$ cat src/rtl/bcd_2_bin_if.sv
// Request/result bundle for the sequential BCD-to-binary converter.
interface bcd_2_bin_if #(
    parameter int unsigned BCD_WIDTH = 3,
    parameter int unsigned BIN_WIDTH = 10
);
    logic                   start_i;
    logic [BCD_WIDTH*4-1:0] bcd_i;
    logic                   ready_o;
    logic                   valid_o;
    logic [BIN_WIDTH-1:0]   bin_o;
    logic                   ovf_o;
    logic                   err_o;

    modport master (
        output start_i, bcd_i,
        input  ready_o, valid_o, bin_o, ovf_o, err_o
    );

    modport slave (
        input  start_i, bcd_i,
        output ready_o, valid_o, bin_o, ovf_o, err_o
    );
endinterface

$ cat src/rtl/bcd_2_bin.sv
// Sequential BCD-to-binary converter: one reverse double-dabble step per cycle.
// Optional invalid-digit flag on err_o when BCD_2_BIN_CHECK_EN is defined.
module bcd_2_bin #(
    parameter int unsigned BCD_WIDTH = 3,
    parameter int unsigned BIN_WIDTH = 10
) (
    input  logic         clk_i,
    input  logic         rst_i,
    bcd_2_bin_if.slave   bus
);
    localparam int unsigned DIG_W = BCD_WIDTH * 4;
    localparam int unsigned CAT_W = DIG_W + BIN_WIDTH;
    localparam int unsigned CNT_W = $clog2(BIN_WIDTH + 1);
    localparam logic [CNT_W-1:0] LAST = CNT_W'(BIN_WIDTH - 1);

    typedef enum logic {IDLE, CONV} state_t;

    state_t               state;
    logic [DIG_W-1:0]     dig;
    logic [DIG_W-1:0]     dig_nxt;
    logic [BIN_WIDTH-1:0] sr;
    logic [BIN_WIDTH-1:0] sr_nxt;
    logic [CAT_W-1:0]     cat;
    logic [CNT_W-1:0]     cnt;
    logic                 ready;
    logic                 valid;
    logic [BIN_WIDTH-1:0] bin;
    logic                 ovf;

    // One step: shift {digits, binary} right, then correct every digit that reached >= 8
    always_comb begin
        cat     = {dig, sr} >> 1;
        dig_nxt = cat[CAT_W-1 -: DIG_W];
        sr_nxt  = cat[BIN_WIDTH-1:0];
        for (int i = 0; i < int'(BCD_WIDTH); i++) begin
            if (dig_nxt[i*4 +: 4] >= 4'd8) begin
                dig_nxt[i*4 +: 4] = dig_nxt[i*4 +: 4] - 4'd3;
            end
        end
    end

`ifdef BCD_2_BIN_CHECK_EN
    logic bad_in;
    logic bad;
    logic err;

    always_comb begin
        bad_in = 1'b0;
        for (int i = 0; i < int'(BCD_WIDTH); i++) begin
            if (bus.bcd_i[i*4 +: 4] > 4'd9) begin
                bad_in = 1'b1;
            end
        end
    end

    always_ff @(posedge clk_i) begin
        if (rst_i) begin
            bad <= 1'b0;
            err <= 1'b0;
        end else if (state == IDLE && bus.start_i) begin
            bad <= bad_in;
        end else if (state == CONV && cnt == LAST) begin
            err <= bad;
        end
    end

    assign bus.err_o = err;
`else
    assign bus.err_o = 1'b0;
`endif

    always_ff @(posedge clk_i) begin
        if (rst_i) begin
            state <= IDLE;
            cnt   <= '0;
            dig   <= '0;
            sr    <= '0;
            ready <= 1'b1;
            valid <= 1'b0;
            bin   <= '0;
            ovf   <= 1'b0;
        end else begin
            valid <= 1'b0;
            case (state)
                IDLE: begin
                    if (bus.start_i) begin
                        dig   <= bus.bcd_i;
                        sr    <= '0;
                        cnt   <= '0;
                        ready <= 1'b0;
                        state <= CONV;
                    end
                end
                CONV: begin
                    dig <= dig_nxt;
                    sr  <= sr_nxt;
                    cnt <= cnt + CNT_W'(1);
                    // Leftover digit content means the value did not fit in BIN_WIDTH bits
                    if (cnt == LAST) begin
                        bin   <= sr_nxt;
                        ovf   <= |dig_nxt;
                        valid <= 1'b1;
                        ready <= 1'b1;
                        state <= IDLE;
                    end
                end
                default: state <= IDLE;
            endcase
        end
    end

    assign bus.ready_o = ready;
    assign bus.valid_o = valid;
    assign bus.bin_o   = bin;
    assign bus.ovf_o   = ovf;
endmodule

$ cat src/flat_wrapper.sv
// flat-port wrapper written by rule: the top's interface ports become plain ports
module bcd_2_bin_flat 
#(
    parameter int unsigned BCD_WIDTH = 3,
    parameter int unsigned BIN_WIDTH = 10
)
  (clk_i, rst_i, bus_start_i, bus_bcd_i, bus_ready_o, bus_valid_o, bus_bin_o, bus_ovf_o, bus_err_o);
  bcd_2_bin_if #(.BCD_WIDTH(BCD_WIDTH), .BIN_WIDTH(BIN_WIDTH)) bus_i ();
  input  logic clk_i;
  input  logic rst_i;
  input wire logic [$bits(bus_i.start_i)-1:0] bus_start_i;
  input wire logic [$bits(bus_i.bcd_i)-1:0] bus_bcd_i;
  output wire logic [$bits(bus_i.ready_o)-1:0] bus_ready_o;
  output wire logic [$bits(bus_i.valid_o)-1:0] bus_valid_o;
  output wire logic [$bits(bus_i.bin_o)-1:0] bus_bin_o;
  output wire logic [$bits(bus_i.ovf_o)-1:0] bus_ovf_o;
  output wire logic [$bits(bus_i.err_o)-1:0] bus_err_o;
  assign bus_i.start_i = bus_start_i;
  assign bus_i.bcd_i = bus_bcd_i;
  assign bus_ready_o = bus_i.ready_o;
  assign bus_valid_o = bus_i.valid_o;
  assign bus_bin_o = bus_i.bin_o;
  assign bus_ovf_o = bus_i.ovf_o;
  assign bus_err_o = bus_i.err_o;
  bcd_2_bin #(.BCD_WIDTH(BCD_WIDTH), .BIN_WIDTH(BIN_WIDTH)) u_core (.clk_i(clk_i), .rst_i(rst_i), .bus(bus_i));
endmodule
$ cat config.mk
export PLATFORM = sky130hd
export DESIGN_NAME = bcd_2_bin_flat
export DESIGN_NICKNAME = d
export VERILOG_FILES = /design/src/rtl/bcd_2_bin_if.sv /design/src/rtl/bcd_2_bin.sv /design/src/flat_wrapper.sv
export SDC_FILE = /design/constraint.sdc
export NUM_CORES = 1
export LEC_CHECK = 0
export ABC_AREA = 1
export CAP_MARGIN = 20
export CORE_MARGIN = 5
export CORE_UTILIZATION = 50
export CTS_CLUSTER_SIZE = 16
export DETAILED_ROUTE_END_ITERATION = 10
export GPL_ROUTABILITY_DRIVEN = 0
export GPL_TIMING_DRIVEN = 0
export PLACE_DENSITY_LB_ADDON = 0.1
export SYNTH_ARGS = -nofsm -noshare
export SYNTH_HDL_FRONTEND = slang
export SYNTH_SLANG_ARGS = --single-unit
$ cat constraint.sdc
create_clock -name clk_i -period 1.6 [get_ports clk_i]
set_input_delay 0.16 -clock clk_i [delete_from_list [all_inputs] [get_ports clk_i]]
set_output_delay 0.16 -clock clk_i [all_outputs]
set_load 0.03 [all_outputs]
==> results.md <==
* Outcome: finished, final reports clean
* Setup slack at placement at about 150 ps
* PwrDens at 834 mW/mm^2
* Cells along the critical path: clkdlybuf4s50_1
* Buffer type at the clock tree root: clkbuf_4
* Routed wire per std cell at between 10 and 15 um
* Global-route wire length before repair at roughly 5600 um
* Arrival time of data at the critical path endpoint at 1390 ps
* Overall routing resource usage at 0.163
* Site row count at 21
* PortBufs at 27
* RSZ-0062 raised after global routing: false
* Final Cell Area at 0.00210 mm^2
* Number of flops mapped to enable cells by yosys at 0
* Die Y-Extent at 68.6 um
* Async SR Flop Fraction at 0
* Switching power share of the total at 0.278
* Critical path start-end classification: reg2out
* Sum of negative setup slack at 0 ps
* Count of maximum capacitance violations at 0
* Portion of total power attributed to sequential cells at 0.582
* Final count of pins violating max slew at 0
* Startpoint kind of the worst setup timing path: flop
* Cell area after placement at just over 0.002 mm^2
* Crit. End Element: output port
* DR iter-0 viols at 62
* Final Critical Period at ~1500 ps
* Cell type with the largest total area after synthesis: dfxtp_1
* Synth cell count leaders: nand2_1 (80), dfxtp_1 (39), a21oi_1 (15), inv_1 (15), nand3_1 (12)
* Family of cells with the greatest summed delay on the critical path: buffers and inverters
* Worst VDD drop at around 0.51 mV
* Number of cells in the design after placement at between 300 and 400
* Maximum buffer depth of the clock tree at 2
* Aggregate routed wire length at about 3500 um
* Core Area at ~0.0033 mm^2
* Clock input transition at the sequential cells of the worst setup and hold paths at 120 ps
* Period Utilization, post-route at 0.969
* Aggregate global routing overflow at 0
* Fraction of layout instances using a drive strength above 1 at 0.114
* Nets at 283
* Sequential fraction of the synthesis area at 0.455
* Leakage power at 0.925 nW
* Number of nets produced by synthesis at approximately 250
* Required time reported for the critical path endpoint at ~1400 ps
* Count of synthesis-stage warnings from yosys at 0
* Horizontal die dimension at around 70 um
* Prevailing post-synth register cell: dfxtp_1
* Top achievable clock speed at about 0.65 GHz
* Clock latency on the worst-skew pair at 350 ps
* Clk sinks at 39
* TritonRoute pass-1 iters at 4
* Largest incremental delay on the critical path at between 600 and 700 ps
* Post-Syn Instances at roughly 230
* Top-level I/O count at 29
* Vias per cell at about 4.8
* Proportion of power drawn by combinational gates at 0.133
* Critical-path top delay cell: clkdlybuf4s50_1
* Number of global-route vias before repair at about 1,300
* Antenna violations before repair at 0
* Maximum number of pins on one net before global-route repair at 13
* Setup violations, final at 0
* Die Footprint at roughly 0.0047 mm^2
* Switching power total at slightly below 500 uW
* TritonCTS Buffers at 5
* Synthesized area at 0.00171 mm^2
* Number of levels in the clock H-tree at 2
* Clock tree from TritonCTS: yes
* Fin cells at between 300 and 400
* Total internal power at 1.27 mW
* Ranking of synthesized cells by area: dfxtp_1 (46%), nand2_1 (18%), a22o_1 (4.6%)
* Bufs and invs on worst path at 1
* Most frequent cell after synthesis: nand2_1
* Smallest setup slack after layout at approximately 50 ps
* Final Hold Violating Endpoints at 0
* Final Skew at 3.83 ps
* Placed wire-length estimate after detailed placement at 2530 um
* Number of synthesized register bits at 39
* Count of distinct cell types in the synthesized netlist at 25
* Initial cell density of the core at 0.514
* Relative contribution of the clock network to total power at 0.286
* Largest fanout on the critical path at 2
* Synth Area per Inst at ~7.5 um^2
* Antenna Nets Post-Route at 0
* Synth-to-layout area growth at 22.6%
* Via count at about 1,500
* Final routed DRC violation total at 0
* Share of the synthesized area in the top cell type at 0.455
* Path category of the worst min-delay check: in2reg
* Antenna diode count at 0
* Share of the core filled with cells at 0.630
==> cell type report <==
type                       instances  area (um^2)
multi-input combinational        152          757
inverter                          25         93.8
tap                               46         57.6
buffer                            12         82.6
timing repair buffer              27          275
sequential                        39          781
clock inverter                     2         12.5
fill                             324         1240
clock buffer                       6         41.3
==> worst reg2reg max path, stage by stage, from the launching register on <==
cell and delay (ps):
dfxtp_1 400, inv_1 90, ha_1 290, nand2_1 60, nand2_1 70, nor2_1 110, nand2_1 70, nor2_1 90
nand2_1 60, nand2_1 50, nand2_1 50
==> per-stage QoR <==
stage          power (mW)  hold slack, ps
2_1_floorplan        1.19             303
3_3_place_gp         1.27             434
3_5_place_dp         1.27             443
4_1_cts              1.77             339
5_1_grt              1.85             364
6_report             1.75             353
==> cell usage in the layout (no fill, tap or decap), types with 2 or more instances in the layout <==
cell type,netlist,layout
inv_2,8,8
dfxtp_1,39,39
nor2_2,3,3
clkinv_1,2,2
clkdlybuf4s50_1,0,25
buf_6,3,3
inv_1,15,15
ha_1,6,6
a22oi_1,2,2
nand3_1,12,12
a21oi_1,15,15
dlymetal6s2s_1,0,2
clkbuf_1,3,4
nor2_1,9,9
clkbuf_4,0,5
nand2_1,80,80
buf_2,3,3
o21ai_1,4,4
buf_4,3,3
a31oi_1,5,5
a22o_1,9,9
==> path summary, 6_finish.rpt <==
path | start | endpoint | slack [ps] | cells after the start
max | u_core.bus.bin_o[4] | bus_bin_o[4] | 50 | 1
min | bus_bcd_i[11] | u_core.dig[11] | 350 | 3
max reg2reg | u_core.dig[5] | u_core.bus.ovf_o | 170 | 10
min reg2reg | u_core.bus.ready_o | u_core.bus.ready_o | 460 | 2
==> power by group through the flow <==
stage	sequential [mW]	clock, mW	combinational (mW)
floorplan	1.04	0	0.153
global placement	1.04	0	0.231
detailed placement	1.04	0	0.234
CTS	1.02	0.519	0.235
global route	1.02	0.566	0.261
finish	1.02	0.501	0.232
==> per-layer routing <==
metal,up-vias,GRT usage,share of wire
met3,6,0.0486,0.060
met5,-,0,0
met1,653,0.196,0.49
li1,789,-,-
met2,33,0.265,0.44
met4,0,0.0744,0.017
==> flip-flops by register name, summed over array words and instances (netlist names) <==
register / flops
u_core.dig: 12
u_core.bus.bin_o: 10
u_core.bus.ready_o: 1
u_core.bus.ovf_o: 1
u_core.sr: 9
u_core.state: 1
u_core.cnt: 4
u_core.bus.valid_o: 1
==> kinds of logic after synthesis <==
logic type,after synthesis,synth area share
buffers and inverters,37,0.103
adders and majority gates,6,0.0438
DFF,39,0.455
AOI/OAI and AO/OA,37,0.137
other,1,0.00219
and+or+nand+nor,108,0.258
==> what timing repair did <==
item | 4_1_cts | 5_1_grt
setup endpoints to repair | 0 | 2
gates resized for setup | 0 | 2
hold buffers | 0 | 0
buffers inserted | 0 | 0
(Power assumes the default switching activity.)
==> RTL edit, RTL diff (same flow settings) <==
Build with the macro `BCD_2_BIN_CHECK_EN` defined.
--- a/src/rtl/bcd_2_bin.sv
+++ b/src/rtl/bcd_2_bin.sv
@@ -2,2 +2,4 @@
 // Optional invalid-digit flag on err_o when BCD_2_BIN_CHECK_EN is defined.
+`define BCD_2_BIN_CHECK_EN
+
 module bcd_2_bin #(
Behaviour: same outputs for any inputs over 10 cycles, from zero or initial values and one cycle with rst_i high; that may be too few to reach the edited logic, so the function may still have changed.
==> RTL edit against the unedited design <==
- routed wire length up 7.8%
- power up 15%
- final area up 5.4%
- synthesized cell count up 0.88%
- highest routed layer unchanged
- sequential cell count up 2
- clock skew up 0.0051 ns
- worst setup slack better by 0.0016 ns
- area after synthesis up 4.2%
- critical path type unchanged
==> RTL edit: results (changes against the unedited design) <==
| Metric | Value |
|---|---|
| HPWL Detailed | 2.70 mm (+7.0%) |
| Post-synthesis area per instance | 7.77 um2 (+3.3%) |
| Clock latency on the worst-skew pair | 0.36 ns |
| Compound-gate portion of the synthesized area | 16.0% (+2.2 points) |
| Sequential share of the synthesized area | 45.9% (+0.39 points) |
| Post-Synth Adder-Cell Area | 4.20% (-0.18 points) |
| Delay-heaviest family, CP | buffers and inverters |
| Via density per instance | 5.01 (+4.5%) |
| Final Hold Fails | 0 (unchanged) |
| Skew final | 0.00898 ns (+0.00514 ns) |
| Mapped Nets | 251 (+0.80%) |
| Commonest cells post-synth | nand2_1 (74), dfxtp_1 (41), inv_1 (18) |
| Peak supply drop | 529 uV (+4.5%) |
| Vias in the first global route | 1,488 (+17%) |
| DP Area | 2120 um2 (+4.0%) |
| Leakage | 0.000931 uW (+0.71%) |
| Synth unique cells | 29 (+16%) |
| Worst setup path startpoint | u_core.bus.err_o |
| First-pass GRT wire length | 6.67 mm (+19%) |
| Net Switching | 534 uW (+9.7%) |
| GRT Total Usage | 16.6% (+0.30 points) |
| Synth top area cells | dfxtp_1 (46%), nand2_1 (16%), a22o_1 (4.9%) |
| Largest net degree at the start of global routing | 15 (+2) |
| Hold crit path type | in2reg |
| Drt wl/cell | 12.0 um (+6.7%) |
| Xor/xnor share of the synthesized area | 0.490% (+0.49 points) |
| Hold_sp | bus_bcd_i[11] |
| IO Port Bufs | 28 (+3.7%) |
| Fraction of layout cells with a size suffix above 1 | 10.5% (-0.88 points) |
| Outcome | finished clean |
| H-tree depth | 2 (unchanged) |
| Routed wire length | 3.76 mm (+7.8%) |
| DP Cell Count | 304 (+1.0%) |
| Initial DRC Count | 113 (+82%) |
| Max clock buf depth | 2 (unchanged) |
| Nets | 286 (+1.1%) |
RTL edit: final timing paths:
| kind | endpoint | slack (ns) | depth (start not counted) |
|---|---|---|---|
| setup / recovery | bus_err_o | 0.05 | 1 |
| hold / removal | u_core.dig[11] | 0.38 | 3 |
| setup reg to reg | u_core.bus.ovf_o | 0.19 | 10 |
| hold reg to reg | u_core.bus.bin_o[9] | 0.46 | 2 |
RTL edit: metrics by stage:
stage          hold WS, ns  util, %  total power, uW  worst slack, ns
2_1_floorplan        0.303        -             1250            0.346
3_3_place_gp         0.434     62.7             1330            0.101
3_5_place_dp         0.437     62.7             1340           0.0833
4_1_cts              0.363     65.2             2030           0.0350
5_1_grt              0.402     65.3             2110          0.00142
6_report             0.378     65.3             2010           0.0518
RTL edit: tightest hold or removal path: stages:
cell and delay (ns):
clkdlybuf4s50_1 0.41, nand2_1 0.07, a21oi_1 0.05
RTL edit: final cells by class:
type                    instances  area [um2]
plain buffers                  10        65.1
clock buffers                   5        37.5
clock inverters                 3        46.3
fillers                       288        1170
inverters                      24        90.1
multi-input cells             155         811
flip-flops and latches         41         822
well taps                      46        57.6
repair buffers                 28         285
RTL edit: per-layer routing:
metal	routed length, um	part of all wire (%)	global-route usage [%]	vias to the layer above
li1	-	-	-	819
met1	1730	46	20.6	702
met2	1760	47	27.7	37
met3	227	6.0	3.33	5
met4	42	1.1	6.81	0
met5	0	0	0	-
RTL edit: logic make-up (layout without fill, tap and decap cells):
kind of cell,count (synthesis),after routing
and+or+nand+nor,103,103
AOI/OAI and AO/OA,45,45
adders and majority gates,6,6
xor gates and xnor gates,1,1
DFF,41,41
buffers and inverters,34,70
RTL edit: timing repair:
action / in CTS / in global routing
endpoints found under the setup margin: 0 / 3
hold buffers: 0 / 0
endpoints found under the hold margin: 0 / 0
resized for setup: 0 / 3
RTL edit: power by group through the flow:
| stage | sequential, uW | combinational (uW) | clock [uW] |
|---|---|---|---|
| 6_report | 1070 | 239 | 701 |
| 5_1_grt | 1080 | 274 | 758 |
| 4_1_cts | 1070 | 241 | 711 |
| 3_5_place_dp | 1100 | 241 | 0 |
| 3_3_place_gp | 1100 | 237 | 0 |
| 2_1_floorplan | 1090 | 154 | 0 |
